--- config.mk ---
export PLATFORM = sky130hd
export DESIGN_NAME = slice_permute_pipe
export DESIGN_NICKNAME = d
export VERILOG_FILES = /design/src/rtl/slice_permute_pipe.sv
export SDC_FILE = /design/constraint.sdc
export NUM_CORES = 1
export LEC_CHECK = 0
export CELL_PAD_IN_SITES_DETAIL_PLACEMENT = 1
export CELL_PAD_IN_SITES_GLOBAL_PLACEMENT = 2
export CORE_ASPECT_RATIO = 1.25
export CORE_MARGIN = 2
export CORE_UTILIZATION = 35
export CTS_BUF_LIST = sky130_fd_sc_hd__clkbuf_4 sky130_fd_sc_hd__clkbuf_8
export DETAILED_ROUTE_END_ITERATION = 10
export PLACE_DENSITY = 0.95
export SYNTH_ARGS = -nofsm -noshare
export SYNTH_HDL_FRONTEND = slang
export SYNTH_SLANG_ARGS = --single-unit
--- constraint.sdc ---
create_clock -name CLK -period 5 [get_ports CLK]
set_clock_uncertainty 0.2 [all_clocks]
set_input_delay 1 -clock CLK [delete_from_list [all_inputs] [get_ports CLK]]
set_output_delay 1 -clock CLK [all_outputs]
set_load 0.01 [all_outputs]
--- src/rtl/slice_permute_pipe.sv ---
// Registered lane-permutation stage: pass / lane reverse / lane rotate / per-lane bit reverse,
// with a valid/ready handshake and a 2-entry skid buffer for full throughput under backpressure.
module slice_permute_pipe #(
   parameter int unsigned LANE_W = 8,
   parameter int unsigned LANES  = 2,
   parameter int unsigned CNT_W  = 16,
   localparam int unsigned W     = LANE_W * LANES,
   localparam int unsigned RW    = (LANES < 2) ? 1 : $clog2(LANES)
) (
   input  logic             CLK,
   input  logic             ASYNCRESETN,
   input  logic [W-1:0]     in_data,
   input  logic [1:0]       in_mode,
   input  logic [RW-1:0]    in_rot,
   input  logic             in_valid,
   output logic             in_ready,
   output logic [W-1:0]     out_data,
   output logic             out_valid,
   input  logic             out_ready,
   output logic [CNT_W-1:0] beat_cnt
);

   typedef enum logic [1:0] {
      EMPTY = 2'd0,
      ONE   = 2'd1,
      TWO   = 2'd2
   } state_t;

   state_t       state;
   state_t       state_nx;
   logic [W-1:0] perm_c;
   logic [W-1:0] skid_q;
   logic         accept_c;
   logic         deliver_c;
   logic         load_out_perm_c;
   logic         load_out_skid_c;
   logic         load_skid_c;

   assign accept_c  = in_valid & in_ready;
   assign deliver_c = out_valid & out_ready;

   // Lane permutation of the incoming beat; rotate amount is reduced modulo LANES.
   always_comb begin
      int unsigned src;
      perm_c = '0;
      src    = 0;
      for (int unsigned i = 0; i < LANES; i++) begin
         case (in_mode)
            2'd0: src = i;
            2'd1: src = LANES - 1 - i;
            2'd2: src = (i + 32'(in_rot)) % LANES;
            default: src = i;
         endcase
         if (in_mode == 2'd3) begin
            for (int unsigned j = 0; j < LANE_W; j++) begin
               perm_c[i*LANE_W + j] = in_data[i*LANE_W + (LANE_W - 1 - j)];
            end
         end else begin
            perm_c[i*LANE_W +: LANE_W] = in_data[src*LANE_W +: LANE_W];
         end
      end
   end

   // State register
   always_ff @(posedge CLK or negedge ASYNCRESETN) begin
      if (!ASYNCRESETN) begin
         state <= EMPTY;
      end else begin
         state <= state_nx;
      end
   end

   // Next-state logic
   always_comb begin
      state_nx = state;
      case (state)
         EMPTY: if (accept_c) state_nx = ONE;
         ONE: begin
            if (accept_c && !deliver_c) begin
               state_nx = TWO;
            end else if (!accept_c && deliver_c) begin
               state_nx = EMPTY;
            end
         end
         TWO: if (deliver_c) state_nx = ONE;
         default: state_nx = EMPTY;
      endcase
   end

   // Datapath load controls
   always_comb begin
      load_out_perm_c = 1'b0;
      load_out_skid_c = 1'b0;
      load_skid_c     = 1'b0;
      case (state)
         EMPTY: load_out_perm_c = accept_c;
         ONE: begin
            load_out_perm_c = accept_c & deliver_c;
            load_skid_c     = accept_c & ~deliver_c;
         end
         TWO: load_out_skid_c = deliver_c;
         default: ;
      endcase
   end

   // Output, skid and counter registers; handshake flags mirror the next state.
   always_ff @(posedge CLK or negedge ASYNCRESETN) begin
      if (!ASYNCRESETN) begin
         out_data  <= '0;
         skid_q    <= '0;
         out_valid <= 1'b0;
         in_ready  <= 1'b1;
         beat_cnt  <= '0;
      end else begin
         if (load_out_perm_c) begin
            out_data <= perm_c;
         end else if (load_out_skid_c) begin
            out_data <= skid_q;
         end
         if (load_skid_c) begin
            skid_q <= perm_c;
         end
         out_valid <= (state_nx != EMPTY);
         in_ready  <= (state_nx != TWO);
         if (deliver_c) begin
            beat_cnt <= beat_cnt + CNT_W'(1);
         end
      end
   end

endmodule

==> results by group, run 1 <==
Power
  • Max IR drop VDD: 0.2033 mV
  • Power per Cell Area: 492.5 nW/um^2
  • Total design power: 1.672 mW
  • Leak: 1.429 nW

Placement
  • I/O Buffers: 56
  • Dpl hpwl: 4.672 mm
  • Final RePlAce weighted congestion: 0.7659

Clock network
  • CTS root buffer: clkbuf_8
  • Worst-Skew Late Latency: 310 ps
  • # H-tree levels: 2
  • Max Root-Sink Buffers: 2
  • Hold buffer count at CTS: 0
  • CTS tree: yes
  • TritonCTS Sinks: 52
  • Post_cts resized: 0
  • Num CTS Buffers: 5
  • Clock slew at reported path FFs: 90 ps
  • # Post-CTS Setup Buffers: 0

Setup path
  • Cell breakdown of the critical path: clkdlybuf4s50_1 -> inv_1 -> ha_1 -> a21oi_1 -> nor2_1 -> a211oi_1 -> o31ai_1
  • Worst path slowest cell: a21oi_1
  • Required time worst endpoint: 4950 ps
  • CP arrival: 3150 ps
  • Biggest cell delay along the critical path: 690 ps
  • Worst Path Buf+Inv: 2
  • CP endpoint kind: flop
  • Top Family by Delay on Critical Path: compound AO/OA/AOI/OAI gates
  • Crit start category: input port
  • Crit Path Max Fanout: 14
  • Kind of critical path: in -> reg

Run status
  • Run status: finished clean

STA
  • Fin. Hold Viols: 0
  • Final Cycle Share: 63.92%
  • Post-layout minimum cycle time: 3196 ps
  • Unrepaired setup endpoints after global routing: no
  • Worst slew margin: 21.08%
  • Final setup violation count: 0
  • Slew Viols, Final: 0
  • Achievable clock frequency: 0.3129 GHz
  • Setup TNS: 0 ps
  • Worst Tran Pin Value: 1179 ps

Global route
  • Total global routing overflow: 0
  • Initial antenna violation count: 0
  • GRT Total Usage: 16.39%
  • First-pass GRT wire length: 10.63 mm
  • Vias in the first global route: 2260
  • Largest net degree at the start of global routing: 53

Final layout
  • Commonest non-fill, non-tap cells in the layout: 55 x clkdlybuf4s50_1, 51 x dfrtp_1, 30 x nand2_1
  • Layout Nets: 339
  • Most common cell after layout, fill and taps aside: clkdlybuf4s50_1
  • Fraction of layout cells with a size suffix above 1: 7.348%
  • Diode count: 0
  • Area grow syn2layout: 28.34%

Job
  • Max Cap Viol: 0

Detailed routing
  • DRC errors left: 0
  • Drt first pass iters: 4
  • Vias/cell: 5.370
  • Per-cell routed wire length: 15.85 um
  • Routed vias: 2175
  • Antenna Violating Nets Remaining: 0
  • DR iter-0 viols: 32
  • WL final: 6.420 mm

Min path
  • Hold WC Path Type: reg -> reg

Synthesis
  • Syn_area_per_cell: 10.13 sq um
  • Synth Instances: 261
  • Yosys warnings: 0
  • Register area share after synthesis: 49.24%
  • Async SR Flop Fraction: 100.0%
  • #FFs+latches synth: 52
  • Distinct cell type count after synthesis: 37
  • Cell Area, Synth: 2645 sq um
  • Post-synthesis net count: 288
  • Post-synth EDFFs: 0
  • Ys flop type: dfrtp_1

Floorplanning
  • Die ar.: 8273 sq um
  • Die height: 101.2 um
  • IO Pins: 57
  • CORE AREA: 7357 sq um
  • DIE WIDTH: 81.76 um
  • Initial Util: 35.95%
  • Rows: 35
## kinds of logic (layout without fill, tap and decap cells)
logic type      count (synthesis)  after routing  share of synthesized area (%)
compound gates                 75             75                          18.16
xor+xnor                       15             15                          4.967
fa+ha+maj                       4              4                          1.892
buf+inv                        18             70                          3.169
flops                          52             52                          49.24
mux                            17             17                          7.285
simple gates                   80             80                          15.28
## path summary, 6_finish.rpt
path                                         from                  endpoint  slack [ps]  cells past startpoint
setup / recovery                       in_mode[0]     skid_q[3]$_DFFE_PN0P_        1800                      7
hold / removal             skid_q[12]$_DFFE_PN0P_    skid_q[12]$_DFFE_PN0P_         290                      2
setup reg to reg               in_ready$_DFF_PN1_     skid_q[5]$_DFFE_PN0P_        2580                      3
hold reg to reg            skid_q[12]$_DFFE_PN0P_    skid_q[12]$_DFFE_PN0P_         290                      2
max in group asynchronous             ASYNCRESETN  beat_cnt[11]$_DFFE_PN0P_        3560                      2
min in group asynchronous             ASYNCRESETN   beat_cnt[5]$_DFFE_PN0P_         600                      2
## metal layers
layer / vias up / part of all wire, % / track usage (%)
met5: - / 0 / 0
met4: 0 / 1.7 / 6.154
met3: 7 / 3.9 / 1.961
met2: 55 / 50 / 28.27
met1: 1082 / 44 / 20.84
li1: 1031 / - / -
## registers in the layout, indices dropped and copies added, names as in the netlist
signal	cells
out_valid	1
in_ready	1
skid_q	16
out_data	16
state	2
beat_cnt	16
## metrics by stage
stage	util (%)	hold slack (ps)	worst slack (ps)	instance area, sq um	std cells
detailed placement	44.29	273.4	1455	3258	397
floorplan	-	249.5	2448	2645	261
finish	46.14	289.9	1804	3395	405
CTS	46.14	294.9	1792	3395	405
global route	46.14	327.9	1512	3395	405
global placement	44.29	260.9	1549	3258	397
## cell type report
type | instances | area, sq um
fillers | 857 | 3963
flip-flops and latches | 52 | 1303
multi-input cells | 191 | 1259
repair buffers | 57 | 563.0
well taps | 92 | 115.1
clock buffers | 6 | 76.32
clock inverters | 2 | 60.06
inverters | 5 | 18.77
## worst reg2reg max path, delay by kind of cell, from the launching register on
kind / cells / cell delay, ps
AOI/OAI and AO/OA: 1 / 520
DFF: 1 / 540
and+or+nand+nor: 2 / 1050
## cell usage after synthesis (3+ instances only)
cell	count	area (sq um)
a211oi_1	13	97.59
a21oi_1	13	65.06
a2bb2oi_1	3	26.28
and2_1	9	56.30
and3_1	3	18.77
buf_2	7	35.03
clkbuf_1	4	15.01
dfrtp_1	51	1276
ha_1	4	50.05
inv_1	5	18.77
mux2_2	8	90.09
mux2i_1	8	80.08
nand2_1	30	112.6
nand2b_1	6	37.54
nand3_1	11	55.05
nand4_1	5	31.28
nor2_1	8	30.03
o211ai_1	3	22.52
o21a_1	9	67.56
o21ai_0	18	90.09
o22ai_1	6	37.54
o31ai_1	6	45.04
xnor2_1	9	78.83
xor2_1	6	52.55
## where the power goes
part	internal, mW	switching, mW	leakage, nW	total (mW)
combinational	0.328	0.303	0.713	0.630
clock	0.205	0.138	0.0688	0.343
sequential	0.581	0.118	0.647	0.698
Power figures use the tool's default switching activity.
==> run 2: changes to the inputs <==
CORE_UTILIZATION = 29   (was 35)
PLACE_DENSITY = 0.88   (was 0.95)
clock period = 2.6 ns   (was 5 ns; I/O delays follow)
==> results by group, run 2 (synthesis results as in run 1) <==
Run status
  • Run status: finished clean

Final layout
  • Fill cells: 1001 (+17%)
  • Area grow syn2layout: 31.27%
  • Most common cell after layout, fill and taps aside: clkdlybuf4s50_1
  • Biggest regs: beat_cnt (16), out_data (16), skid_q (16)
  • Layout Nets: 349 (+2.9%)
  • Fraction of layout cells with a size suffix above 1: 10.22% (+2.9 points)
  • Commonest non-fill, non-tap cells in the layout: 55 x clkdlybuf4s50_1, 51 x dfrtp_1, 30 x nand2_1
  • Diode count: 0 (unchanged)
  • Final Cell Area: 3472 sq um (+2.3%)

Floorplanning
  • Die height: 110.8 um (+9.5%)
  • DIE WIDTH: 89.42 um (+9.4%)
  • IO Pins: 57 (unchanged)
  • Die ar.: 9906 sq um (+20%)
  • CORE AREA: 8796 sq um (+20%)
  • Rows: 38 (+8.6%)
  • Initial Util: 30.07% (-5.9 points)

Detailed routing
  • Per-cell routed wire length: 14.53 um (-8.3%)
  • DRC errors left: 0 (unchanged)
  • Drt first pass iters: 4 (unchanged)
  • DR iter-0 viols: 63 (+97%)
  • Antenna Violating Nets Remaining: 0 (unchanged)
  • Vias/cell: 4.889 (-9.0%)
  • WL final: 6.439 mm (+0.30%)
  • Routed vias: 2166 (-0.41%)

Clock network
  • Clock slew at reported path FFs: 100 ps (about the same)
  • Num CTS Buffers: 5 (unchanged)
  • CTS tree: yes
  • Hold buffer count at CTS: 0 (unchanged)
  • Max Root-Sink Buffers: 2 (unchanged)
  • CTS root buffer: clkbuf_8
  • Post_cts resized: 0 (unchanged)
  • TritonCTS Sinks: 52 (unchanged)
  • # Post-CTS Setup Buffers: 0 (unchanged)
  • # H-tree levels: 2 (unchanged)
  • Worst-Skew Late Latency: 310 ps (about the same)

Placement
  • Final RePlAce weighted congestion: 0.7775 (+1.5%)
  • Dpl cell area: 3381 sq um (+3.8%)
  • Dpl hpwl: 4.728 mm (+1.2%)
  • I/O Buffers: 56 (unchanged)

STA
  • Final setup violation count: 0 (unchanged)
  • Final Cycle Share: 92.13%
  • Fin. Hold Viols: 0 (unchanged)
  • WHS: 123.2 ps (-166.8 ps)
  • Slew Viols, Final: 0 (unchanged)
  • Worst slew margin: 52.13% (+31 points)
  • Post-layout minimum cycle time: 2395 ps
  • Unrepaired setup endpoints after global routing: no
  • Worst Tran Pin Value: 713.2 ps (-466.2 ps)
  • Achievable clock frequency: 0.4175 GHz

Global route
  • Vias in the first global route: 2168 (-4.1%)
  • First-pass GRT wire length: 10.83 mm (+1.9%)
  • GRT Total Usage: 13.43% (-3.0 points)
  • Initial antenna violation count: 0 (unchanged)
  • Largest net degree at the start of global routing: 53 (unchanged)
  • Total global routing overflow: 0 (unchanged)

Setup path
  • WP depth: 7 (unchanged)
  • Cell breakdown of the critical path: clkdlybuf4s50_1 -> ha_1 -> mux2i_4 -> buf_4 -> mux2_2 -> mux2i_1 -> o21ai_0
  • Kind of critical path: in -> reg
  • Flop-to-flop setup slack: 730 ps (-1850 ps)
  • CP endpoint kind: flop
  • R2R cell count: 5 (+2)
  • Worst path slowest cell: clkdlybuf4s50_1
  • Setup crit start: in_mode[1]
  • Top Family by Delay on Critical Path: multiplexers
  • Critical Path Sink: skid_q[11]$_DFFE_PN0P_
  • Worst Path Buf+Inv: 2 (unchanged)
  • Reg2reg end: out_data[6]$_DFFE_PN0P_
  • Crit Path Max Fanout: 3 (-11)
  • Crit start category: input port
  • Required time worst endpoint: 2580 ps (-2370 ps)
  • Biggest cell delay along the critical path: 500 ps (-190 ps)
  • Reg-to-Reg Start: in_ready$_DFF_PN1_
  • CP arrival: 2380 ps (-770 ps)

Min path
  • Hold WC Path Type: in -> async

Job
  • Max Cap Viol: 0 (unchanged)

Power
  • Power per Cell Area: 877.9 nW/um^2 (+78%)
  • Max IR drop VDD: 0.2727 mV (+34%)
  • Leak: 1.461 nW (+2.2%)
[run 2: cell count changes in the layout (fill, tap and decap cells not counted), sizes merged]
cell / delta
clkinv: +2
buf: +10
clkbuf: -1
inv: +1
bufinv: -2
[run 2: report_power, final]
group	internal, mW	switching, mW
clock network	0.194	0.278
registers	1.12	0.223
logic	0.652	0.587
total	1.96	1.09
[run 2: worst min-delay path by stage]
| stage | to | cells past startpoint | slack (ps) |
|---|---|---|---|
| 6_report | beat_cnt[3]$_DFFE_PN0P_ | 2 | 120 |
| 5_1_grt | beat_cnt[3]$_DFFE_PN0P_ | 2 | 170 |
| 3_3_place_gp | beat_cnt[15]$_DFFE_PN0P_ | 1 | 260 |
| 2_1_floorplan | beat_cnt[0]$_DFFE_PN0P_ | 0 | 20 |
| 4_1_cts | out_data[2]$_DFFE_PN0P_ | 2 | 140 |
| 3_5_place_dp | skid_q[3]$_DFFE_PN0P_ | 2 | 270 |
[run 2: layout make-up]
type	count	area, sq um	share of cell area [%]
repair buffers	67	650.6	18.74
well taps	120	150.1	4.324
flip-flops and latches	52	1303	37.51
multi-input cells	191	1259	36.25
clock inverters	3	22.52	0.6486
inverters	5	18.77	0.5405
clock buffers	5	68.82	1.982
[run 2: routing by layer]
metal  GRT usage (%)  wire, um
met1           19.10      3119
met2           21.38      3064
met3           2.010       223
met4           2.985        31
met5               0         0
[run 2: stage by stage]
| step | worst slack (ps) | setup TNS [ps] | cells | util, % | power (mW) |
|---|---|---|---|---|---|
| final | 204.7 | 0 | 443 | 39.47 | 3.048 |
| after global routing | 97.14 | 0 | 443 | 39.47 | 3.303 |
| after CTS | 217.1 | 0 | 443 | 39.47 | 3.104 |
| after detailed placement | -115.8 | -1016 | 435 | 38.44 | 2.613 |
| after global placement | -34.70 | -205.4 | 435 | 38.44 | 2.568 |
| after floorplan | 527.5 | 0 | 261 | - | 2.002 |
==> run 3: changes to the inputs <==
GPL_ROUTABILITY_DRIVEN = 0   (was unset)
==> results of run 3 <==
The final DEF is identical to that of run 2; final timing and power are the same.
